==> config.mk <==
export PLATFORM = sky130hd
export DESIGN_NAME = filter_coef_ctrl_flat
export DESIGN_NICKNAME = d
export VERILOG_FILES = /design/src/rtl/filter_coef_ctrl_pkg.sv /design/src/rtl/filter_coef_ctrl_if.sv /design/src/rtl/filter_coef_ctrl_arb.sv /design/src/rtl/filter_coef_ctrl.sv /design/src/flat_wrapper.sv
export SDC_FILE = /design/constraint.sdc
export NUM_CORES = 1
export LEC_CHECK = 0
export ABC_AREA = 1
export CAP_MARGIN = 25
export CORE_MARGIN = 5
export CORE_UTILIZATION = 45
export DETAILED_ROUTE_END_ITERATION = 8
export PLACE_DENSITY = 0.7
export SLEW_MARGIN = 10
export SYNTH_ARGS = -nofsm -noshare
export SYNTH_HDL_FRONTEND = slang
export SYNTH_SLANG_ARGS = --single-unit
==> constraint.sdc <==
create_clock -name Clk -period 1.45 [get_ports Clk]
set_clock_uncertainty 0.05 [all_clocks]
set_input_delay 0.145 -clock Clk [delete_from_list [all_inputs] [get_ports Clk]]
set_output_delay 0.145 -clock Clk [all_outputs]
set_load 0.05 [all_outputs]
==> src/rtl/filter_coef_ctrl_pkg.sv <==
// Shared types and constants for the filter coefficient loader.
// Holds the controller state encoding and the coefficient slot numbering.
package filter_ctrl_pkg;

  localparam int PRESET_W  = 5;
  localparam int COEF_W    = 16;
  localparam int NUM_COEFS = 6;

  localparam logic [2:0] IDX_B0 = 3'd0;
  localparam logic [2:0] IDX_B1 = 3'd1;
  localparam logic [2:0] IDX_B2 = 3'd2;
  localparam logic [2:0] IDX_A0 = 3'd3;
  localparam logic [2:0] IDX_A1 = 3'd4;
  localparam logic [2:0] IDX_A2 = 3'd5;

  typedef enum logic [1:0] {
    IDLE  = 2'd0,
    FETCH = 2'd1,
    DRAIN = 2'd2,
    PEND  = 2'd3
  } state_e;

endpackage

==> src/rtl/filter_coef_ctrl_if.sv <==
// Requester handshake and coefficient ROM bus of the coefficient loader.
// The slave modport is the controller side, the master modport the surrounding system.
interface filter_coef_ctrl_if #(
  parameter int PRESET_W = 5,
  parameter int COEF_W   = 16
);

  logic                       req_a;
  logic                       req_b;
  logic [PRESET_W-1:0]        preset_a;
  logic [PRESET_W-1:0]        preset_b;
  logic                       ack_a;
  logic                       ack_b;
  logic                       rom_rd;
  logic [PRESET_W+2:0]        rom_addr;
  logic signed [COEF_W-1:0]   rom_data;

  modport master (
    output req_a, req_b, preset_a, preset_b, rom_data,
    input  ack_a, ack_b, rom_rd, rom_addr
  );

  modport slave (
    input  req_a, req_b, preset_a, preset_b, rom_data,
    output ack_a, ack_b, rom_rd, rom_addr
  );

endinterface

==> src/rtl/filter_coef_ctrl_arb.sv <==
// Two-way round-robin arbiter: on a tie the requester not granted last wins.
// The last-grant pointer resets to "B last" so A wins the first tie.
module rr_arbiter2 (
  input  logic       Clk,
  input  logic       Reset,
  input  logic [1:0] req,
  input  logic       advance,
  output logic [1:0] grant
);

  logic last_q;
  logic last_d;

  // Grant selection; bit 0 is requester A, bit 1 is requester B.
  always_comb begin
    grant = 2'b00;
    case (req)
      2'b01:   grant = 2'b01;
      2'b10:   grant = 2'b10;
      2'b11:   grant = last_q ? 2'b01 : 2'b10;
      default: grant = 2'b00;
    endcase
  end

  // Pointer update only when the grant is actually taken.
  always_comb begin
    last_d = last_q;
    if (advance && (grant != 2'b00)) begin
      last_d = grant[1];
    end else begin
      last_d = last_q;
    end
  end

  // Last-grant pointer register.
  always_ff @(posedge Clk) begin
    if (Reset) begin
      last_q <= 1'b1;
    end else begin
      last_q <= last_d;
    end
  end

endmodule

==> src/rtl/filter_coef_ctrl.sv <==
// Coefficient load controller: arbitrates two requesters, fetches six words from ROM
// into shadow registers and commits them to the filter on a sample tick.
module filter_coef_ctrl #(
  parameter int PRESET_W = 5,
  parameter int COEF_W   = 16
) (
  input  logic                     Clk,
  input  logic                     Reset,
  input  logic                     sample_tick,
  input  logic                     bypass_in,
  filter_coef_ctrl_if.slave        bus,
  output logic signed [COEF_W-1:0] b0,
  output logic signed [COEF_W-1:0] b1,
  output logic signed [COEF_W-1:0] b2,
  output logic signed [COEF_W-1:0] a0,
  output logic signed [COEF_W-1:0] a1,
  output logic signed [COEF_W-1:0] a2,
  output logic                     filt_enable,
  output logic                     filt_reset,
  output logic                     busy
);

  import filter_ctrl_pkg::*;

  localparam int ADDR_W = PRESET_W + 3;

  state_e                   state_q, state_d;
  logic [PRESET_W-1:0]      preset_q, preset_d;
  logic                     who_b_q, who_b_d;
  logic                     rom_rd_q, rom_rd_d;
  logic [ADDR_W-1:0]        rom_addr_q, rom_addr_d;
  logic                     cap_q, cap_d;
  logic [2:0]               cap_idx_q, cap_idx_d;
  logic signed [COEF_W-1:0] shadow_q [NUM_COEFS];
  logic signed [COEF_W-1:0] shadow_d [NUM_COEFS];
  logic signed [COEF_W-1:0] coef_q   [NUM_COEFS];
  logic signed [COEF_W-1:0] coef_d   [NUM_COEFS];
  logic                     ack_a_q, ack_a_d;
  logic                     ack_b_q, ack_b_d;
  logic                     filt_reset_q, filt_reset_d;
  logic                     loaded_q, loaded_d;
  logic                     filt_enable_q, filt_enable_d;
  logic                     busy_q, busy_d;
  logic [1:0]               arb_req_s;
  logic [1:0]               arb_grant_s;
  logic                     arb_adv_s;

  // Requests are ignored during the ack cycle so a held request is not granted twice.
  assign arb_req_s = ((state_q == IDLE) && !(ack_a_q || ack_b_q)) ? {bus.req_b, bus.req_a} : 2'b00;
  assign arb_adv_s = (arb_grant_s != 2'b00);

  rr_arbiter2 u_arb (
    .Clk     (Clk),
    .Reset   (Reset),
    .req     (arb_req_s),
    .advance (arb_adv_s),
    .grant   (arb_grant_s)
  );

  // Next-state and registered-output computation.
  always_comb begin
    state_d       = state_q;
    preset_d      = preset_q;
    who_b_d       = who_b_q;
    rom_rd_d      = 1'b0;
    rom_addr_d    = {ADDR_W{1'b0}};
    cap_d         = rom_rd_q;
    cap_idx_d     = rom_addr_q[2:0];
    ack_a_d       = 1'b0;
    ack_b_d       = 1'b0;
    filt_reset_d  = 1'b0;
    loaded_d      = loaded_q;
    shadow_d      = shadow_q;
    coef_d        = coef_q;

    // ROM data belongs to the read issued one cycle earlier.
    if (cap_q) begin
      shadow_d[cap_idx_q] = bus.rom_data;
    end else begin
      shadow_d = shadow_q;
    end

    case (state_q)
      IDLE: begin
        if (arb_grant_s != 2'b00) begin
          state_d    = FETCH;
          who_b_d    = arb_grant_s[1];
          preset_d   = arb_grant_s[1] ? bus.preset_b : bus.preset_a;
          rom_rd_d   = 1'b1;
          rom_addr_d = {preset_d, IDX_B0};
        end else begin
          state_d = IDLE;
        end
      end
      FETCH: begin
        if (rom_addr_q[2:0] == IDX_A2) begin
          state_d = DRAIN;
        end else begin
          rom_rd_d   = 1'b1;
          rom_addr_d = {preset_q, rom_addr_q[2:0] + 3'd1};
        end
      end
      DRAIN: begin
        state_d = PEND;
      end
      PEND: begin
        if (sample_tick) begin
          state_d      = IDLE;
          coef_d       = shadow_q;
          ack_a_d      = !who_b_q;
          ack_b_d      = who_b_q;
          filt_reset_d = 1'b1;
          loaded_d     = 1'b1;
        end else begin
          state_d = PEND;
        end
      end
      default: begin
        state_d = IDLE;
      end
    endcase

    busy_d        = (state_d != IDLE);
    filt_enable_d = loaded_q && !bypass_in;
  end

  // State and output registers.
  always_ff @(posedge Clk) begin
    if (Reset) begin
      state_q       <= IDLE;
      preset_q      <= {PRESET_W{1'b0}};
      who_b_q       <= 1'b0;
      rom_rd_q      <= 1'b0;
      rom_addr_q    <= {ADDR_W{1'b0}};
      cap_q         <= 1'b0;
      cap_idx_q     <= 3'd0;
      ack_a_q       <= 1'b0;
      ack_b_q       <= 1'b0;
      filt_reset_q  <= 1'b0;
      loaded_q      <= 1'b0;
      filt_enable_q <= 1'b0;
      busy_q        <= 1'b0;
      for (int i = 0; i < NUM_COEFS; i++) begin
        shadow_q[i] <= {COEF_W{1'b0}};
        coef_q[i]   <= {COEF_W{1'b0}};
      end
    end else begin
      state_q       <= state_d;
      preset_q      <= preset_d;
      who_b_q       <= who_b_d;
      rom_rd_q      <= rom_rd_d;
      rom_addr_q    <= rom_addr_d;
      cap_q         <= cap_d;
      cap_idx_q     <= cap_idx_d;
      ack_a_q       <= ack_a_d;
      ack_b_q       <= ack_b_d;
      filt_reset_q  <= filt_reset_d;
      loaded_q      <= loaded_d;
      filt_enable_q <= filt_enable_d;
      busy_q        <= busy_d;
      shadow_q      <= shadow_d;
      coef_q        <= coef_d;
    end
  end

  assign bus.rom_rd   = rom_rd_q;
  assign bus.rom_addr = rom_addr_q;
  assign bus.ack_a    = ack_a_q;
  assign bus.ack_b    = ack_b_q;
  assign b0           = coef_q[IDX_B0];
  assign b1           = coef_q[IDX_B1];
  assign b2           = coef_q[IDX_B2];
  assign a0           = coef_q[IDX_A0];
  assign a1           = coef_q[IDX_A1];
  assign a2           = coef_q[IDX_A2];
  assign filt_reset   = filt_reset_q;
  assign filt_enable  = filt_enable_q;
  assign busy         = busy_q;

endmodule

==> src/flat_wrapper.sv <==
// flat-port wrapper written by rule: the top's interface ports become plain ports
module filter_coef_ctrl_flat import filter_ctrl_pkg::*;
#(
  parameter int PRESET_W = 5,
  parameter int COEF_W   = 16
)
  (Clk, Reset, sample_tick, bypass_in, b0, b1, b2, a0, a1, a2, filt_enable, filt_reset, busy, bus_req_a, bus_req_b, bus_preset_a, bus_preset_b, bus_rom_data, bus_ack_a, bus_ack_b, bus_rom_rd, bus_rom_addr);
  filter_coef_ctrl_if #(.PRESET_W(PRESET_W), .COEF_W(COEF_W)) bus_i ();
  input  logic Clk;
  input  logic Reset;
  input  logic sample_tick;
  input  logic bypass_in;
  output logic signed [COEF_W-1:0] b0;
  output logic signed [COEF_W-1:0] b1;
  output logic signed [COEF_W-1:0] b2;
  output logic signed [COEF_W-1:0] a0;
  output logic signed [COEF_W-1:0] a1;
  output logic signed [COEF_W-1:0] a2;
  output logic filt_enable;
  output logic filt_reset;
  output logic busy;
  input wire logic [$bits(bus_i.req_a)-1:0] bus_req_a;
  input wire logic [$bits(bus_i.req_b)-1:0] bus_req_b;
  input wire logic [$bits(bus_i.preset_a)-1:0] bus_preset_a;
  input wire logic [$bits(bus_i.preset_b)-1:0] bus_preset_b;
  input wire logic [$bits(bus_i.rom_data)-1:0] bus_rom_data;
  output wire logic [$bits(bus_i.ack_a)-1:0] bus_ack_a;
  output wire logic [$bits(bus_i.ack_b)-1:0] bus_ack_b;
  output wire logic [$bits(bus_i.rom_rd)-1:0] bus_rom_rd;
  output wire logic [$bits(bus_i.rom_addr)-1:0] bus_rom_addr;
  assign bus_i.req_a = bus_req_a;
  assign bus_i.req_b = bus_req_b;
  assign bus_i.preset_a = bus_preset_a;
  assign bus_i.preset_b = bus_preset_b;
  assign bus_i.rom_data = bus_rom_data;
  assign bus_ack_a = bus_i.ack_a;
  assign bus_ack_b = bus_i.ack_b;
  assign bus_rom_rd = bus_i.rom_rd;
  assign bus_rom_addr = bus_i.rom_addr;
  filter_coef_ctrl #(.PRESET_W(PRESET_W), .COEF_W(COEF_W)) u_core (.Clk(Clk), .Reset(Reset), .sample_tick(sample_tick), .bypass_in(bypass_in), .bus(bus_i), .b0(b0), .b1(b1), .b2(b2), .a0(a0), .a1(a1), .a2(a2), .filt_enable(filt_enable), .filt_reset(filt_reset), .busy(busy));
endmodule
==> Yosys cells after proc, flatten, opt, wreduce, memory -nomap -nowiden <==
Index checks and enable logic that the tools add are counted.
{ "totals": {"reg_bits": 220, "wordCells": 71, "inputBits": 32} }
{ "classes": {"add_sub_neg": 1, "bitwise": 3, "eq_ne": 7, "muxes": 18, "order_cmp": 2, "reduce_logical": 14} }
{ "ops": {"columns": ["operator", "count"], "rows": [
  ["96-bit bitwise mux", 1],
  ["16-bit demux with 3-bit select", 1],
  ["16-bit 2-to-1 mux", 1],
  ["8-bit 2-to-1 mux", 2],
  ["8-bit case mux with 2 select lines", 1],
  ["2-bit == test, second input constant", 4],
  ["2-bit 2-to-1 mux", 4],
  ["2-bit case mux with 4 select lines", 1],
  ["2-bit case mux with 3 select lines", 1],
  ["5-bit 2-to-1 mux", 1],
  ["2-bit by 1-bit == test with 1-bit output, second input constant", 2],
  ["4-bit greater-or-equal comparator, second input constant", 1],
  ["4-bit by 1-bit < comparator with 1-bit output, second input constant", 1],
  ["1-bit 2-to-1 mux", 4],
  ["3-bit inverter with 4-bit output", 1],
  ["2-bit AND reduction", 2],
  ["2-bit nonzero test", 2],
  ["3-bit by 1-bit adder with 3-bit output, second input constant", 1],
  ["3-bit == test, second input constant", 1],
  ["1-bit logical AND", 3],
  ["1-bit zero test", 3],
  ["3-bit OR reduction", 1],
  ["2-bit zero test", 1],
  ["1-bit inverter", 2],
  ["other kinds (3)", 3]
]} }

==> Logic depth before layout (Yosys ltp) <==
{ "logic_depth": {"depth_word": 10, "mapped_depth": 7} }

==> Hierarchy <==
Synthesis repeated with hierarchy kept, for this count alone.
{ "unflattened": {"hier_cells": 1037, "hier_area_um2": 7857.5} }
{ "modules_own_cells": {"columns": ["mod", "area_each_um2", "cells_per_inst", "n_inst"], "rows": [
  ["filter_coef_ctrl", 7797.5, 1028, 1],
  ["rr_arbiter2", 60.1, 9, 1]
]} }

==> Least setup slack after synthesis <==
No wires, ideal clock.
{ "synth_path": {"kind": "register to register", "startpoint": "register u_core.rom_addr_q[0] (netlist: u_core.bus.rom_addr[0])", "endpoint": "register u_core.busy_q (netlist: u_core.busy)", "path_slack_ps": -74, "arrival_time_ps": 1341, "path_stages_with_launch": 6, "setup_ps": 132, "t_required_ps": 1268, "path_buffers": 0, "cell_sequence": "dfxtp_1 > nand2_1 > nor2_1 > nor2_1 > nor3_1 > a21oi_1"} }
{ "synth_via": {"elab_chain_len": 4} }
{ "synth_rtl": {"columns": ["element", "line", "rtl"], "rows": [
  ["start, declared", "filter_coef_ctrl.sv:31", "logic [ADDR_W-1:0] rom_addr_q, rom_addr_d;"],
  ["start signal, assigned", "filter_coef_ctrl.sv:134", "rom_addr_q <= {ADDR_W{1'b0}};"],
  ["start signal, assigned", "filter_coef_ctrl.sv:152", "rom_addr_q <= rom_addr_d;"],
  ["3-bit == test", "filter_coef_ctrl.sv:96", "if (rom_addr_q[2:0] == IDX_A2) begin"],
  ["2-bit 2-to-1 mux", "filter_coef_ctrl.sv:96", null],
  ["2-bit case mux with 4 select lines", "filter_coef_ctrl.sv:83", "case (state_q)"],
  ["2-bit nonzero test", "filter_coef_ctrl.sv:123", "busy_d = (state_d != IDLE);"],
  ["end signal, assigned", "filter_coef_ctrl.sv:160", "busy_q <= busy_d;"],
  ["end, declared", "filter_coef_ctrl.sv:43", "logic busy_q, busy_d;"]
]} }
No other way between the ends.
A chain may end at the register's enable or synchronous reset.

==> Worst setup path after layout <==
{ "layout_path": {"startpoint": "register u_core.state_q[0]", "endpoint": "register u_core.coef_q (netlist bit u_core.b1[0])"} }
{ "layout_via": {"elab_chain_len": 2} }
{ "layout_rtl": {"columns": ["element", "line", "rtl"], "rows": [
  ["start, declared", "filter_coef_ctrl.sv:27", "state_e state_q, state_d;"],
  ["start signal, assigned", "filter_coef_ctrl.sv:148", "state_q <= state_d;"],
  ["2-bit == test", "filter_coef_ctrl.sv:83", null],
  ["2-bit AND reduction (no line)", null, null],
  ["end signal, assigned by index", "filter_coef_ctrl.sv:145", "coef_q[i] <= {COEF_W{1'b0}};"],
  ["end signal, assigned", "filter_coef_ctrl.sv:162", "coef_q <= coef_d;"],
  ["end, declared", "filter_coef_ctrl.sv:36", "logic signed [COEF_W-1:0] coef_q [NUM_COEFS];"]
]} }
No other way between the ends.

==> run summary <==
distinct cell type count after synthesis -> 20
Core ar. -> 16,600 um2
combined buffer and inverter count along the critical path -> 3
leading post-synthesis cells by instance count -> nand2_1 (233), dfxtp_1 (220), nor2_1 (215), a21oi_1 (102), o21ai_0 (96)
part of the total power dissipated in sequential elements -> 49.5%
Critical Path Max Stage Delay -> 0.35 ns
Hold EP -> u_core.filt_enable
CTS Buffer Depth -> 3
Layout area overhead -> 44.3%
Lkg Pwr -> 4.18 nW
predominant post-synthesis flop cell -> dfxtp_1
largest area contributor in the synthesized netlist -> dfxtp_1
top achievable clock speed -> 752 MHz
sequential cell area fraction in the yosys report -> 57.9%
number of enable flip-flop cells after synthesis -> 0
chain of cells forming the critical path -> buf_4, nand3_4, inv_2, buf_12, nand2_1, a21oi_1
Max IR drop VDD -> 0.766 mV
switching fraction of total power -> 21.4%
number of cell rows -> 47
Die Span Y -> 140 um
GP Congestion -> 0.871
drt wl/cell -> 15.2 um
Internal -> 9.82 mW
most repeated cell in the gate-level netlist after synthesis -> nand2_1
DP Worst Slack -> -0.0966 ns
count of unresolved DRC violations after routing -> 0
clock group share of total power -> 44.8%
final critical-path setup slack -> 0.120 ns
die area -> 19,600 um2
post-route worst hold slack -> 0.155 ns
worst slew pin tran -> 0.761 ns
Global Route Usage Sum -> 20.4%
share of Yosys cell area claimed by the top area cell type -> 57.9%
pin count of the biggest net entering global routing -> 68
post-synthesis sequential element count -> 220
async set-or-reset flop fraction in the synthesized netlist -> 0%
net count after synthesis -> 1,012
number of antenna violations at the first check in global routing -> 0
number of max-slew violations in the final report -> 0
critical setup path kind -> flip-flop to flip-flop
global route total overflow -> 0
number of optimization iterations in the first detailed-route pass -> 7
number of max-cap violations -> 0
initial standard-cell utilization of the core -> 45.9%
headroom to the max-slew limit -> 49.3%
DP Cell Count -> 1,327
final hold viol count -> 0
cells taking the most area after synthesis -> dfxtp_1 (58%), nand2_1 (11%), nor2_1 (11%)
cell at the root of the clock tree -> clkbuf_16
final total negative setup slack -> 0 ns
Tightest Hold Check Type -> primary input to flip-flop
share of the core filled with cells -> 66.2%
type of element launching the critical path -> flip-flop
clock net sink count -> 220
Hold Path Origin -> bypass_in
run status -> finished clean
layout cell share with drive strength beyond 1 -> 17.1%
CTS tree -> built
Reg2Reg Launch Point -> u_core.state_q[0]
cell area power density -> 1140 nW/um2
non-filler cells in the finished layout -> 1,366
terminus of the critical flop-to-flop path -> u_core.b1[0]
DPL Wire Length -> 13,700 um
source-to-sink clock delay at the later pin of the worst-skew pair -> 0.48 ns
Synth Instances -> 980
Total Nets Final -> 1,164
total via count in the routed design -> 6,863
Max stage delay cell, worst path -> dfxtp_1
mean instance size in the synthesized netlist -> 7.77 um2
Final Setup Violations -> 0
Critical Path End Type -> flip-flop
post-route antenna net violation count -> 0
Register-to-Register Path Depth -> 6
global-route wire length before repair -> 33,200 um
clock transition at the register clock pins on the worst setup and hold paths after CTS -> 0.06 ns
Port Buf Inserts -> 141
Num CTS Buffers -> 22
final critical delay including setup and external delays -> 1.33 ns
via count of the first global-routing pass -> 6,427
placed standard-cell area -> 10,200 um2
CP arrival -> 1.69 ns
final critical-path share of the clock period -> 91.7%
final wirelength -> 20,700 um
kind of cell with the highest combined delay on the critical path -> buffers and inverters
boundary pin count -> 142
number of DRC markers in iteration 0 -> 474
Psw -> 2.68 mW
Max FO, Critical Path -> 53
htree depth -> 1
RSZ-0062 raised after global routing -> no
combined area of all synthesized cells -> 7610 um2
Layout Cell Area excl Fill -> 11,000 um2
power share of the combinational group -> 5.7%
number of antenna repair diodes -> 0
die width -> 140 um
internal reg-to-reg setup slack -> 0.12 ns
Hold Crit Depth -> 2
average via count per standard cell -> 5.02
yosys synthesis warning count -> 0
Tot Pwr -> 12.5 mW
Crit path required time -> 1.81 ns
-- kinds of logic (layout without fill, tap and decap cells) --
family                 after synthesis  after routing  synth area share (%)
AO/OA/AOI/OAI                      202            202                  13.4
buffers and inverters               88            254                  5.13
flip-flops                         220            220                  57.9
AND/OR/NAND/NOR                    470            470                  23.6
-- worst max path at each step --
| stage | start | endpoint | slack, ns | cells past startpoint |
|---|---|---|---|---|
| 4_1_cts | u_core.state_q[1] | u_core.bus.rom_addr[7] | 0.04 | 7 |
| 5_1_grt | u_core.cap_idx_q[1] | u_core.shadow_q[45] | 0.0002 | 8 |
| 3_3_place_gp | sample_tick | u_core.b1[7] | -0.04 | 6 |
| 6_report | u_core.state_q[0] | u_core.b1[0] | 0.12 | 6 |
| 2_1_floorplan | u_core.bus.ack_b | u_core.preset_q[2] | 0.05 | 6 |
| 3_5_place_dp | sample_tick | u_core.a1[15] | -0.1 | 6 |
-- routing by layer --
layer / up-vias / track usage (%) / part of all wire, %
met5: - / 0 / 0
met4: 0 / 6.48 / 2.3
met3: 35 / 5.32 / 7.5
met2: 210 / 34.9 / 50
met1: 3194 / 25.4 / 41
li1: 3424 / - / -
-- sequential cells by signal, indices dropped and copies added, names as in the netlist, 2 cells and up --
signal               count
u_core.b2               16
u_core.a0               16
u_core.a2               16
u_core.cap_idx_q         3
u_core.b0               16
u_core.state_q           2
u_core.a1               16
u_core.b1               16
u_core.preset_q          5
u_core.bus.rom_addr      8
u_core.shadow_q         96
-- timing repair --
action	4_1_cts	5_1_grt
endpoints found under the setup margin	0	22
setup buffers	0	0
hold buffers	1	0
endpoints found under the hold margin	3	0
gates resized for setup	0	10
-- cell type report --
class / instances / area [um2]
repair buffers: 183 / 2590
clock buffers: 36 / 694
flip-flops and latches: 220 / 4410
fillers: 1370 / 5600
clock inverters: 2 / 35.0
well taps: 220 / 275
multi-input cells: 672 / 2850
inverters: 33 / 128
-- cells in the final DEF (no fill, tap or decap), drive strengths merged --
master,instances
buf,152
dlygate4sd3,1
nand4,1
o21ai,97
inv,32
nand3,18
clkinv,1
dfxtp,220
bufinv,1
clkbuf,36
a31oi,1
nor3,3
clkdlybuf4s50,30
nand2,233
nor2,215
o211ai,1
clkinvlp,1
a21oi,103
-- power groups by stage --
| stage | Sequential, mW | Clock [mW] | Combinational [mW] |
|---|---|---|---|
| finish | 6.19 | 5.60 | 0.716 |
| floorplan | 6.38 | 0 | 0.293 |
| global placement | 6.31 | 0 | 0.691 |
| CTS | 6.18 | 5.70 | 0.707 |
| global route | 6.19 | 5.96 | 0.782 |
| detailed placement | 6.31 | 0 | 0.700 |
Power figures use the tool's default switching activity.
